File: config.mk
export PLATFORM = sky130hd
export DESIGN_NAME = auth_misr
export DESIGN_NICKNAME = d
export VERILOG_FILES = /design/src/rtl/auth_response_checker_pkg.sv /design/src/rtl/auth_response_checker_misr.sv
export SDC_FILE = /design/constraint.sdc
export NUM_CORES = 1
export LEC_CHECK = 0
export CELL_PAD_IN_SITES_DETAIL_PLACEMENT = 0
export CELL_PAD_IN_SITES_GLOBAL_PLACEMENT = 1
export CORE_UTILIZATION = 35
export DETAILED_ROUTE_END_ITERATION = 7
export PLACE_DENSITY = 0.95
export SLEW_MARGIN = 15
export SYNTH_ARGS = -nofsm -noshare
export SYNTH_HDL_FRONTEND = slang
export SYNTH_SLANG_ARGS = --single-unit
File: constraint.sdc
create_clock -name clk -period 2.83 [get_ports clk]
set_clock_uncertainty 0.05 [all_clocks]
set_input_delay 0.283 -clock clk [delete_from_list [all_inputs] [get_ports clk]]
set_output_delay 0.283 -clock clk [all_outputs]
set_load 0.02 [all_outputs]
File: src/rtl/auth_response_checker_pkg.sv
// Shared types and defaults for the authentication response checker:
// FSM state encoding, default MISR polynomial/seed and the MISR step function.
package auth_response_checker_pkg;

  localparam int AUTH_W = 128;

  localparam logic [AUTH_W-1:0] POLY_DEF = 128'h87;
  localparam logic [AUTH_W-1:0] SEED_DEF = {4{32'hABCD1234}};

  typedef enum logic [1:0] {
    ST_IDLE    = 2'd0,
    ST_COLLECT = 2'd1,
    ST_COMPARE = 2'd2
  } state_t;

  // Galois-style MISR step: shift left, fold the dropped MSB back through poly, absorb d.
  function automatic logic [AUTH_W-1:0] misr_step(
    input logic [AUTH_W-1:0] misr,
    input logic [AUTH_W-1:0] d,
    input logic [AUTH_W-1:0] poly
  );
    return {misr[AUTH_W-2:0], 1'b0} ^ (misr[AUTH_W-1] ? poly : '0) ^ d;
  endfunction

endpackage

File: src/rtl/auth_response_checker_misr.sv
// W-bit MISR with load (to seed) and step enables.
// Optional per-bit X-mask input when AUTH_RESP_MASK_EN is defined.
module auth_misr
  import auth_response_checker_pkg::*;
#(
  parameter int           W    = AUTH_W,
  parameter logic [W-1:0] POLY = POLY_DEF,
  parameter logic [W-1:0] SEED = SEED_DEF
) (
  input  logic         clk,
  input  logic         rst_n,
  input  logic         i_load,
  input  logic         i_step,
  input  logic [W-1:0] i_data,
`ifdef AUTH_RESP_MASK_EN
  input  logic [W-1:0] i_mask,
`endif
  output logic [W-1:0] o_misr
);

  logic [W-1:0] r_misr;
  logic [W-1:0] w_d;
  logic [W-1:0] w_next;

`ifdef AUTH_RESP_MASK_EN
  assign w_d = i_data & ~i_mask;
`else
  assign w_d = i_data;
`endif

  generate
    if (W == AUTH_W) begin : g_pkg_step
      assign w_next = misr_step(r_misr, w_d, POLY);
    end else begin : g_gen_step
      assign w_next = {r_misr[W-2:0], 1'b0} ^ (r_misr[W-1] ? POLY : '0) ^ w_d;
    end
  endgenerate

  always_ff @(posedge clk or negedge rst_n) begin
    if (!rst_n) begin
      r_misr <= SEED;
    end else if (i_load) begin
      r_misr <= SEED;
    end else if (i_step) begin
      r_misr <= w_next;
    end
  end

  assign o_misr = r_misr;

endmodule

== Yosys cells after proc, flatten, opt, wreduce, memory -nomap -nowiden ==
Index checks and enable logic that the tools add are counted.

* Input port bits: 132
* Output and inout port bits: 128
* Register bits after elaboration: 128
* Word-level logic and storage cells: 7

* Bitwise gates (word level): 2
* Reductions and logical operators: 1
* Multiplexer cells: 3

{| class="wikitable"
|+ Operator list
! kind !! number
|-
| $mux 128 || 2
|-
| $xor 128x128->128 || 1
|-
| $xor 128x8->128 || 1
|-
| $mux 8 || 1
|-
| $reduce_bool 2->1 || 1
|}

== Logic depth before layout (Yosys ltp) ==
Gate-level depths: netlist of run 1.

* Depth in word-level cells: 5
* Gate-level depth with buffers: 6
* Depth with buffers taken out: 3

== Worst setup path after synthesis of run 1 ==
Ideal clock, no wire load.

* Path kind: register -> register
* Start point: register r_misr[127], in the netlist o_misr[127]
* End point: register r_misr[1], in the netlist o_misr[1]
* Path slack: 1.334 ns
* Buffers on the path: 1
* Data required time: 2.648 ns
* Clock period less this slack: 1.496 ns
* Setup time: 0.132 ns
* Data arrival time: 1.314 ns
* Stages on the path, launching flop included: 5
* Cell sequence: dfstp_2 -> buf_2 -> xor3_1 -> mux2i_1 -> nor2_1

* Longest elaborated chain between the ends: 5

{| class="wikitable"
|+ RTL lines
! what !! line !! RTL
|-
| start: declaration || auth_response_checker_misr.sv:21 || <nowiki>logic [W-1:0] r_misr;</nowiki>
|-
| start signal: assignment || auth_response_checker_misr.sv:45 || <nowiki>r_misr <= w_next;</nowiki>
|-
| $mux 8 || auth_response_checker_pkg.sv:22 || <nowiki>return {misr[AUTH_W-2:0], 1'b0} ^ (misr[AUTH_W-1] ? poly : '0) ^ d;</nowiki>
|-
| $xor 128x8->128 || auth_response_checker_pkg.sv:22 ||
|-
| $xor 128x128->128 || auth_response_checker_pkg.sv:22 ||
|-
| $mux 128 || auth_response_checker_misr.sv:44 || <nowiki>end else if (i_step) begin</nowiki>
|-
| $mux 128 || auth_response_checker_misr.sv:42 || <nowiki>end else if (i_load) begin</nowiki>
|}

Every way passes these cells. The select of a mux whose other input is x is not followed.
A chain may end at the register's enable or synchronous reset.

== Worst setup path after layout of run 1 ==
* Start point: register r_misr[127], in the netlist o_misr[127]
* End point: output port o_misr[127]

{| class="wikitable"
|+ RTL lines
! what !! line !! RTL
|-
| end: declaration || auth_response_checker_misr.sv:18 || <nowiki>output logic [W-1:0] o_misr</nowiki>
|}

No word-level cell between the ends.

==> qor.csv, run 1 <==
metric,value,unit
"Power, Total",0.00563,W
# fillers,1553,
Clock Path Buffers,2,
Top Family by Delay on Critical Path,buffers and inverters,
synthesized area,6190,um2
fin crit share,0.701,
Power Internal,0.00414,W
latest clock arrival within the worst-skew pair,0.40,ns
cts repair resizes,0,
Slowest cell on crit path,clkdlybuf4s50_1,
final antenna-violating net count,0,
Flop pwr share,0.391,
Lkg Pwr,3.75,nW
crit end category,primary output,
Initial Utilization,0.358,
Worst Hold Class,input pin to flip-flop,
final std cells w/o fill,1037,
Critical Path Sink,o_misr[127],
Synthesized Nets,689,
Synth area leader,dfrtp_1,
"Reg clk slew, reported paths",0.06,ns
Port Buf Inserts,259,
flop-to-flop setup slack,1.39,ns
initial antenna violation count,0,
top-area cell type share of the netlist area,0.275,
f_max,504,MHz
synth warn,0,
max-slew violation count,0,
dpl cells,1005,
Worst Tran Pin Value,0.729,ns
most frequent cells in the layout,"256 x clkdlybuf4s50_1, 127 x nor2_1, 126 x xnor2_1",
"commonest non-fill, non-tap cell in the layout",clkdlybuf4s50_1,
Comb power frac,0.225,
H-tree levels,4,
final wirelength,16800,um
"Arr. time, crit path",1.65,ns
Die H,135,um
die width,135,um
min cycle time layout,1.98,ns
RSZ-0062 raised after global routing,no,
status,"finished, final reports clean",
Gate Count Post-Synth,557,
DRT Pass-1 Iters,4,
"Avg Cell Area, Syn",11.1,um2
cts hold-fix bufs,1,
number of buffers inserted by post-CTS setup repair,0,
Die Area,18200,um2
Crit Path Class,flip-flop to primary output,
post-route cell area,9520,um2
worst r2r path cells,3,
vias in the first global route,4937,
GRT Overall Usage,0.187,
critical path cell sequence,clkdlybuf4s50_1,
Largest register FFs,128,
Seq cells post-synth,128,
Pwr Density,592,nW/um2
final-report setup violation count,0,
CTS Root Cell,clkbuf_16,
DR vias,5001,
dpl hpwl,11500,um
worst setup path start,o_misr[127]$_DFFE_PN1P_,
switching share of power,0.265,
Crit path required time,2.50,ns
Final Hold Fails,0,
crit-path max cell delay,0.64,ns
average wire per standard cell,16.2,um
first-pass GRT wire length,26300,um
Area growth syn-to-layout,53.8,%
CP Launch Type,flip-flop,
routed vias/inst,4.82,
CTS tree,done,
Synth area leaders,"dfrtp_1 28%, dfstp_2 25%, xnor2_1 18%",
Final nets,932,
share of cells above drive strength 1,0.121,
Core ar.,17300,um2
clock share of power,0.384,
Reg-to-Reg Start,o_misr[127]$_DFFE_PN1P_,
clock sink count,128,
Fin Setup TNS,0,ns
Boundary Pins,260,
critical path depth in cells,1,
total clock buffers created by CTS,17,
Max Cap Violations,0,
DP Area,8920,um2
Bufs and invs on worst path,1,
critical-path maximum fanout,6,
NetSw,0.00149,W
sequential share of the synthesized area,0.530,
drc violations,0,
worst reg2reg endpoint,o_misr[1]$_DFFE_PN0P_,
peak supply drop,0.000396,V
Slew HR,0.514,
Cell Rows,48,
# diodes,0,
largest net degree at the start of global routing,70,
routability cong.,0.759,
grt ovf,0,
DRT iter0 DRCs,190,
Netlist cell types,17,
## kinds of logic (layout without fill, tap and decap cells)
| kind of cell | Yosys count | count (layout) | share of synthesized area |
|---|---|---|---|
| compound gates | 127 | 127 | 0.165 |
| simple gates | 127 | 127 | 0.0771 |
| buf+inv | 44 | 299 | 0.0370 |
| flops | 128 | 128 | 0.530 |
| mux | 2 | 2 | 0.00324 |
| xor+xnor | 129 | 129 | 0.188 |
## synthesized netlist by cell type
cell type / number
nor2_1: 127
mux2i_1: 2
xor3_1: 2
a21oi_1: 1
xnor2_1: 126
inv_2: 1
xor2_1: 1
a211o_1: 59
dfstp_2: 60
o21ai_0: 1
buf_4: 1
a211oi_1: 66
dfrtp_1: 68
buf_6: 5
clkbuf_1: 16
buf_2: 18
buf_1: 3
## layout make-up
class / instances / area (um2) / share of cell area
clock buffers: 26 / 509 / 0.0535
clock inverters: 5 / 77.6 / 0.00815
inverters: 1 / 6.26 / 0.000657
multi-input cells: 385 / 2680 / 0.281
flip-flops and latches: 128 / 3280 / 0.344
well taps: 225 / 282 / 0.0296
repair buffers: 267 / 2690 / 0.282
## per-layer routing
layer  track usage  up-vias  routed length, um
met5             0        -                  0
met4        0.0712        0                278
met3        0.0556       18               1300
met2         0.304      178               7900
met1         0.235     2399               7290
li1              -     2406                  -
## power by group through the flow
stage | combinational (W) | clock (W) | sequential (W)
3_3_place_gp | 0.00127 | 0 | 0.00222
4_1_cts | 0.00128 | 0.00224 | 0.00220
5_1_grt | 0.00137 | 0.00230 | 0.00222
2_1_floorplan | 0.000466 | 0 | 0.00239
3_5_place_dp | 0.00128 | 0 | 0.00223
6_report | 0.00127 | 0.00216 | 0.00220
## worst min path at each step
stage / from / to / cells after the start
global route: i_load / o_misr[1]$_DFFE_PN0P_ / 2
global placement: rst_n / o_misr[109]$_DFFE_PN0P_ / 1
finish: i_load / o_misr[1]$_DFFE_PN0P_ / 2
detailed placement: rst_n / o_misr[109]$_DFFE_PN0P_ / 1
CTS: i_load / o_misr[1]$_DFFE_PN0P_ / 2
floorplan: rst_n / o_misr[0]$_DFFE_PN0P_ / 0
## per-stage QoR
| step | hold slack [ns] | utilization | setup slack, ns |
|---|---|---|---|
| 6_report | 0.314 | 0.550 | 0.845 |
| 5_1_grt | 0.323 | 0.550 | 0.808 |
| 4_1_cts | 0.291 | 0.550 | 0.822 |
| 3_5_place_dp | 0.316 | 0.516 | 0.996 |
| 3_3_place_gp | 0.311 | 0.516 | 1.05 |
| 2_1_floorplan | -0.0626 | - | 1.33 |
Note: power is estimated with default switching activity, not from simulation.
==> run 2, diff against run 1 <==
- CORE_UTILIZATION: 35 -> 32
- PLACE_DENSITY: 0.95 -> 0.91
- clock period: 2.83 -> 1.95 ns (I/O delays scaled with it)
==> run 2 against run 1 <==
Effect of this change:
- global-route usage fell by 1.1 points
- clock power grew 52%
- total power increased by 48%
- cell area increased by 1.4%
- sequential power grew 45%
- critical path type unchanged
- largest power group is now clock
==> qor.csv, run 2 (synthesis results as in run 1) <==
metric,value,unit
first-pass GRT wire length,27000,um
crit-path max cell delay,0.63,ns
Boundary Pins,260,
vias in the first global route,5063,
NetSw,0.00225,W
Final nets,935,
"crit path setup slack, layout",0.0767,ns
Die H,141,um
f_max,534,MHz
min cycle time layout,1.87,ns
Comb power frac,0.223,
latest clock arrival within the worst-skew pair,0.41,ns
Die Area,19900,um2
DRT Pass-1 Iters,4,
post-route cell area,9650,um2
critical-path maximum fanout,6,
RSZ-0062 raised after global routing,no,
average wire per standard cell,15.7,um
Final Hold Fails,0,
dpl hpwl,11600,um
crit end category,primary output,
"Arr. time, crit path",1.63,ns
largest net degree at the start of global routing,135,
share of cells above drive strength 1,0.127,
Flop pwr share,0.383,
Max Cap Violations,0,
"Reg clk slew, reported paths",0.06,ns
Bufs and invs on worst path,1,
Place WS,0.499,ns
Port Buf Inserts,259,
final antenna-violating net count,0,
final wirelength,17000,um
DRT iter0 DRCs,135,
Hold Slack,0.226,ns
CTS tree,done,
die width,141,um
"commonest non-fill, non-tap cell in the layout",clkdlybuf4s50_1,
Cell Rows,50,
cts repair resizes,0,
Slowest cell on crit path,clkdlybuf4s50_1,
fin crit share,0.961,
status,"finished, final reports clean",
Lkg Pwr,3.78,nW
Initial Utilization,0.329,
DR vias,5013,
drc violations,0,
number of buffers inserted by post-CTS setup repair,0,
critical path cell sequence,clkdlybuf4s50_1,
total clock buffers created by CTS,17,
Pwr Density,863,nW/um2
final-report setup violation count,0,
Crit Path Class,flip-flop to primary output,
DP Area,9030,um2
Core ar.,18800,um2
max-slew violation count,0,
Largest register FFs,128,
Worst Tran Pin Value,0.612,ns
Fin Setup TNS,0,ns
H-tree levels,4,
Crit path required time,1.70,ns
CTS Root Cell,clkbuf_16,
most frequent cells in the layout,"256 x clkdlybuf4s50_1, 127 x nor2_1, 126 x xnor2_1",
Worst Hold Class,input pin to flip-flop,
routability cong.,0.756,
Power Internal,0.00609,W
Area growth syn-to-layout,56.0,%
Top Family by Delay on Critical Path,buffers and inverters,
switching share of power,0.270,
CP Launch Type,flip-flop,
routed vias/inst,4.65,
grt ovf,0,
initial antenna violation count,1,
clock share of power,0.394,
peak supply drop,0.000559,V
Slew HR,0.592,
clock sink count,128,
"Power, Total",0.00833,W
Clock Path Buffers,2,
GRT Overall Usage,0.176,
-- run 2: cell type report --
| cell class | instances | area [um2] |
|---|---|---|
| Tap cell | 260 | 325 |
| Antenna cell | 1 | 2.50 |
| Multi-Input combinational cell | 385 | 2680 |
| Fill cell | 1662 | 9180 |
| Timing Repair Buffer | 270 | 2750 |
| Clock inverter | 10 | 134 |
| Clock buffer | 22 | 474 |
| Inverter | 1 | 6.26 |
| Sequential cell | 128 | 3280 |
-- run 2: per-layer routing --
metal  track usage  up-vias  part of all wire
met5             0        -                 0
met4        0.0652        0             0.019
met3        0.0659       25             0.082
met2         0.284      191              0.47
met1         0.215     2382              0.43
li1              -     2415                 -
-- run 2: worst paths after layout --
| kind | startpoint | to | slack (ns) | cells after the start |
|---|---|---|---|---|
| max in group asynchronous | rst_n | o_misr[127]$_DFFE_PN1P_ | 0.91 | 3 |
| max reg2reg | o_misr[127]$_DFFE_PN1P_ | o_misr[1]$_DFFE_PN0P_ | 0.56 | 3 |
| min reg2reg | o_misr[1]$_DFFE_PN0P_ | o_misr[1]$_DFFE_PN0P_ | 0.52 | 2 |
| max | o_misr[127]$_DFFE_PN1P_ | o_misr[127] | 0.08 | 1 |
| min in group asynchronous | rst_n | o_misr[26]$_DFFE_PN0P_ | 0.28 | 2 |
| min | i_step | o_misr[22]$_DFFE_PN1P_ | 0.23 | 4 |
-- run 2: metrics by stage --
stage                      util  instances
after floorplan               -        557
after global placement    0.479       1043
after detailed placement  0.479       1043
after CTS                 0.512       1076
after global routing      0.512       1076
final                     0.512       1077
-- run 2: what timing repair did --
item | 4_1_cts | 5_1_grt
hold endpoints to repair | 24 | 0
hold buffers | 1 | 0
setup endpoints to repair | 0 | 0
-- run 2: power by group through the flow --
| stage | logic, W | registers, W | clock network (W) |
|---|---|---|---|
| 3_5_place_dp | 0.00187 | 0.00323 | 0 |
| 6_report | 0.00186 | 0.00319 | 0.00328 |
| 4_1_cts | 0.00188 | 0.00319 | 0.00338 |
| 2_1_floorplan | 0.000676 | 0.00347 | 0 |
| 3_3_place_gp | 0.00186 | 0.00322 | 0 |
| 5_1_grt | 0.00200 | 0.00322 | 0.00350 |
==> patch: new RTL, config.mk and constraints of run 1 <==
Build with the macro `AUTH_RESP_MASK_EN` defined.
--- a/src/rtl/auth_response_checker_misr.sv
+++ b/src/rtl/auth_response_checker_misr.sv
@@ -1,5 +1,7 @@
 // W-bit MISR with load (to seed) and step enables.
 // Optional per-bit X-mask input when AUTH_RESP_MASK_EN is defined.
+`define AUTH_RESP_MASK_EN
+
 module auth_misr
   import auth_response_checker_pkg::*;
 #(
Interface: changed (added i_mask); port bits go from 260 to 388. No check against the original RTL was run, so the function may have changed too.
==> patch against run 1 <==
  * Utilization up 5.0 points
  * Sequential cell count unchanged
  * Power up 8.3%
  * Critical path depth unchanged
  * Final area up 24%
  * Cell count up 30%
  * Worst setup slack worse by 0.0039 ns
  * Combinational power up 16%
  * Non-clock buffer count up 128
  * Area after synthesis up 15%
  * Wire length up 36%
  * Global-route usage up 3.0 points
==> patch: results (changes against run 1) <==
post-synthesis xor/xnor area fraction: 8.62% (-10 points)
layout cell share with drive strength beyond 1: 9.44% (-2.6 points)
DP Wirelength: 17000 um (+49%)
commonest cells in the netlist: nor2b_1, xnor2_1, dfrtp_1
Max VDD drop: 348 uV (-12%)
CP top delay family: buffers and inverters
Final GP Congestion: 0.769 (+1.3%)
hold_sp: i_step
first-pass GRT wire length: 34700 um (+32%)
dpl ws: 0.708 ns (-0.288 ns)
compound-gate portion of the synthesized area: 15.9% (-0.65 points)
sw frac: 26.3% (-0.17 points)
vias per std cell: 4.95 (+2.6%)
largest net degree at the start of global routing: 138 (+97%)
layout net count: 1327 (+42%)
initial drt markers: 317 (+67%)
mux share of post-synthesis cell area: 0% (-0.32 points)
DP Area: 0.0112 mm2 (+25%)
# fillers: 1633 (+5.2%)
status: complete, no violations
Unique masters post-synth: 23 (+6)
crit path from: o_misr[127]
GRT Total Usage: 21.8% (+3.0 points)
post-synthesis sequential area ratio: 46.1% (-6.9 points)
Reg2Reg Launch Point: o_misr[126]
-- patch: cell types whose count changed after synthesis, sizes merged, moves of 53 or more --
| cell | before | now |
|---|---|---|
| a211o | 59 | 0 |
| a2111o | 0 | 53 |
| and3 | 0 | 59 |
| nor2 | 127 | 66 |
| xnor2 | 126 | 69 |
| nand2b | 0 | 61 |
| nor2b | 0 | 74 |
| nor3 | 0 | 53 |
-- patch: layout make-up --
type,count,area (um2),share of cell area (%)
inverters,3,12.5,0.106
multi-input cells,522,3580,30.2
clock inverters,8,149,1.26
flip-flops and latches,128,3280,27.7
well taps,265,332,2.80
repair buffers,395,3980,33.6
clock buffers,24,512,4.32
-- patch: path summary, 6_finish.rpt --
path	cells after the start	to	slack, ns
max	1	o_misr[127]	0.84
max reg2reg	2	o_misr[127]	1.62
max in group asynchronous	3	o_misr[12]	1.54
min in group asynchronous	2	o_misr[71]	0.38
min	3	o_misr[47]	0.27
min reg2reg	2	o_misr[2]	0.53
-- patch: cells by family after synthesis --
family | after synthesis
compound gates | 125
xor+xnor | 70
buf+inv | 52
flops | 128
simple gates | 327
-- patch: metal layers --
layer | share of wire [%] | global-route usage, %
met2 | 51 | 38.3
met5 | 0 | 0
met3 | 7.0 | 5.43
met1 | 40 | 25.4
met4 | 2.0 | 7.98
-- patch: per-stage QoR --
step | std cells | util, %
after floorplan | 702 | -
after global placement | 1312 | 56.7
after detailed placement | 1312 | 56.7
after CTS | 1345 | 60.1
after global routing | 1345 | 60.1
final | 1345 | 60.1
-- patch: power groups by stage --
stage          Sequential [W]  Clock, W  Combinational [W]
6_report              0.00221   0.00242            0.00147
5_1_grt               0.00223   0.00256            0.00158
4_1_cts               0.00221   0.00247            0.00149
3_5_place_dp          0.00223         0            0.00148
3_3_place_gp          0.00223         0            0.00146
2_1_floorplan         0.00239         0           0.000477
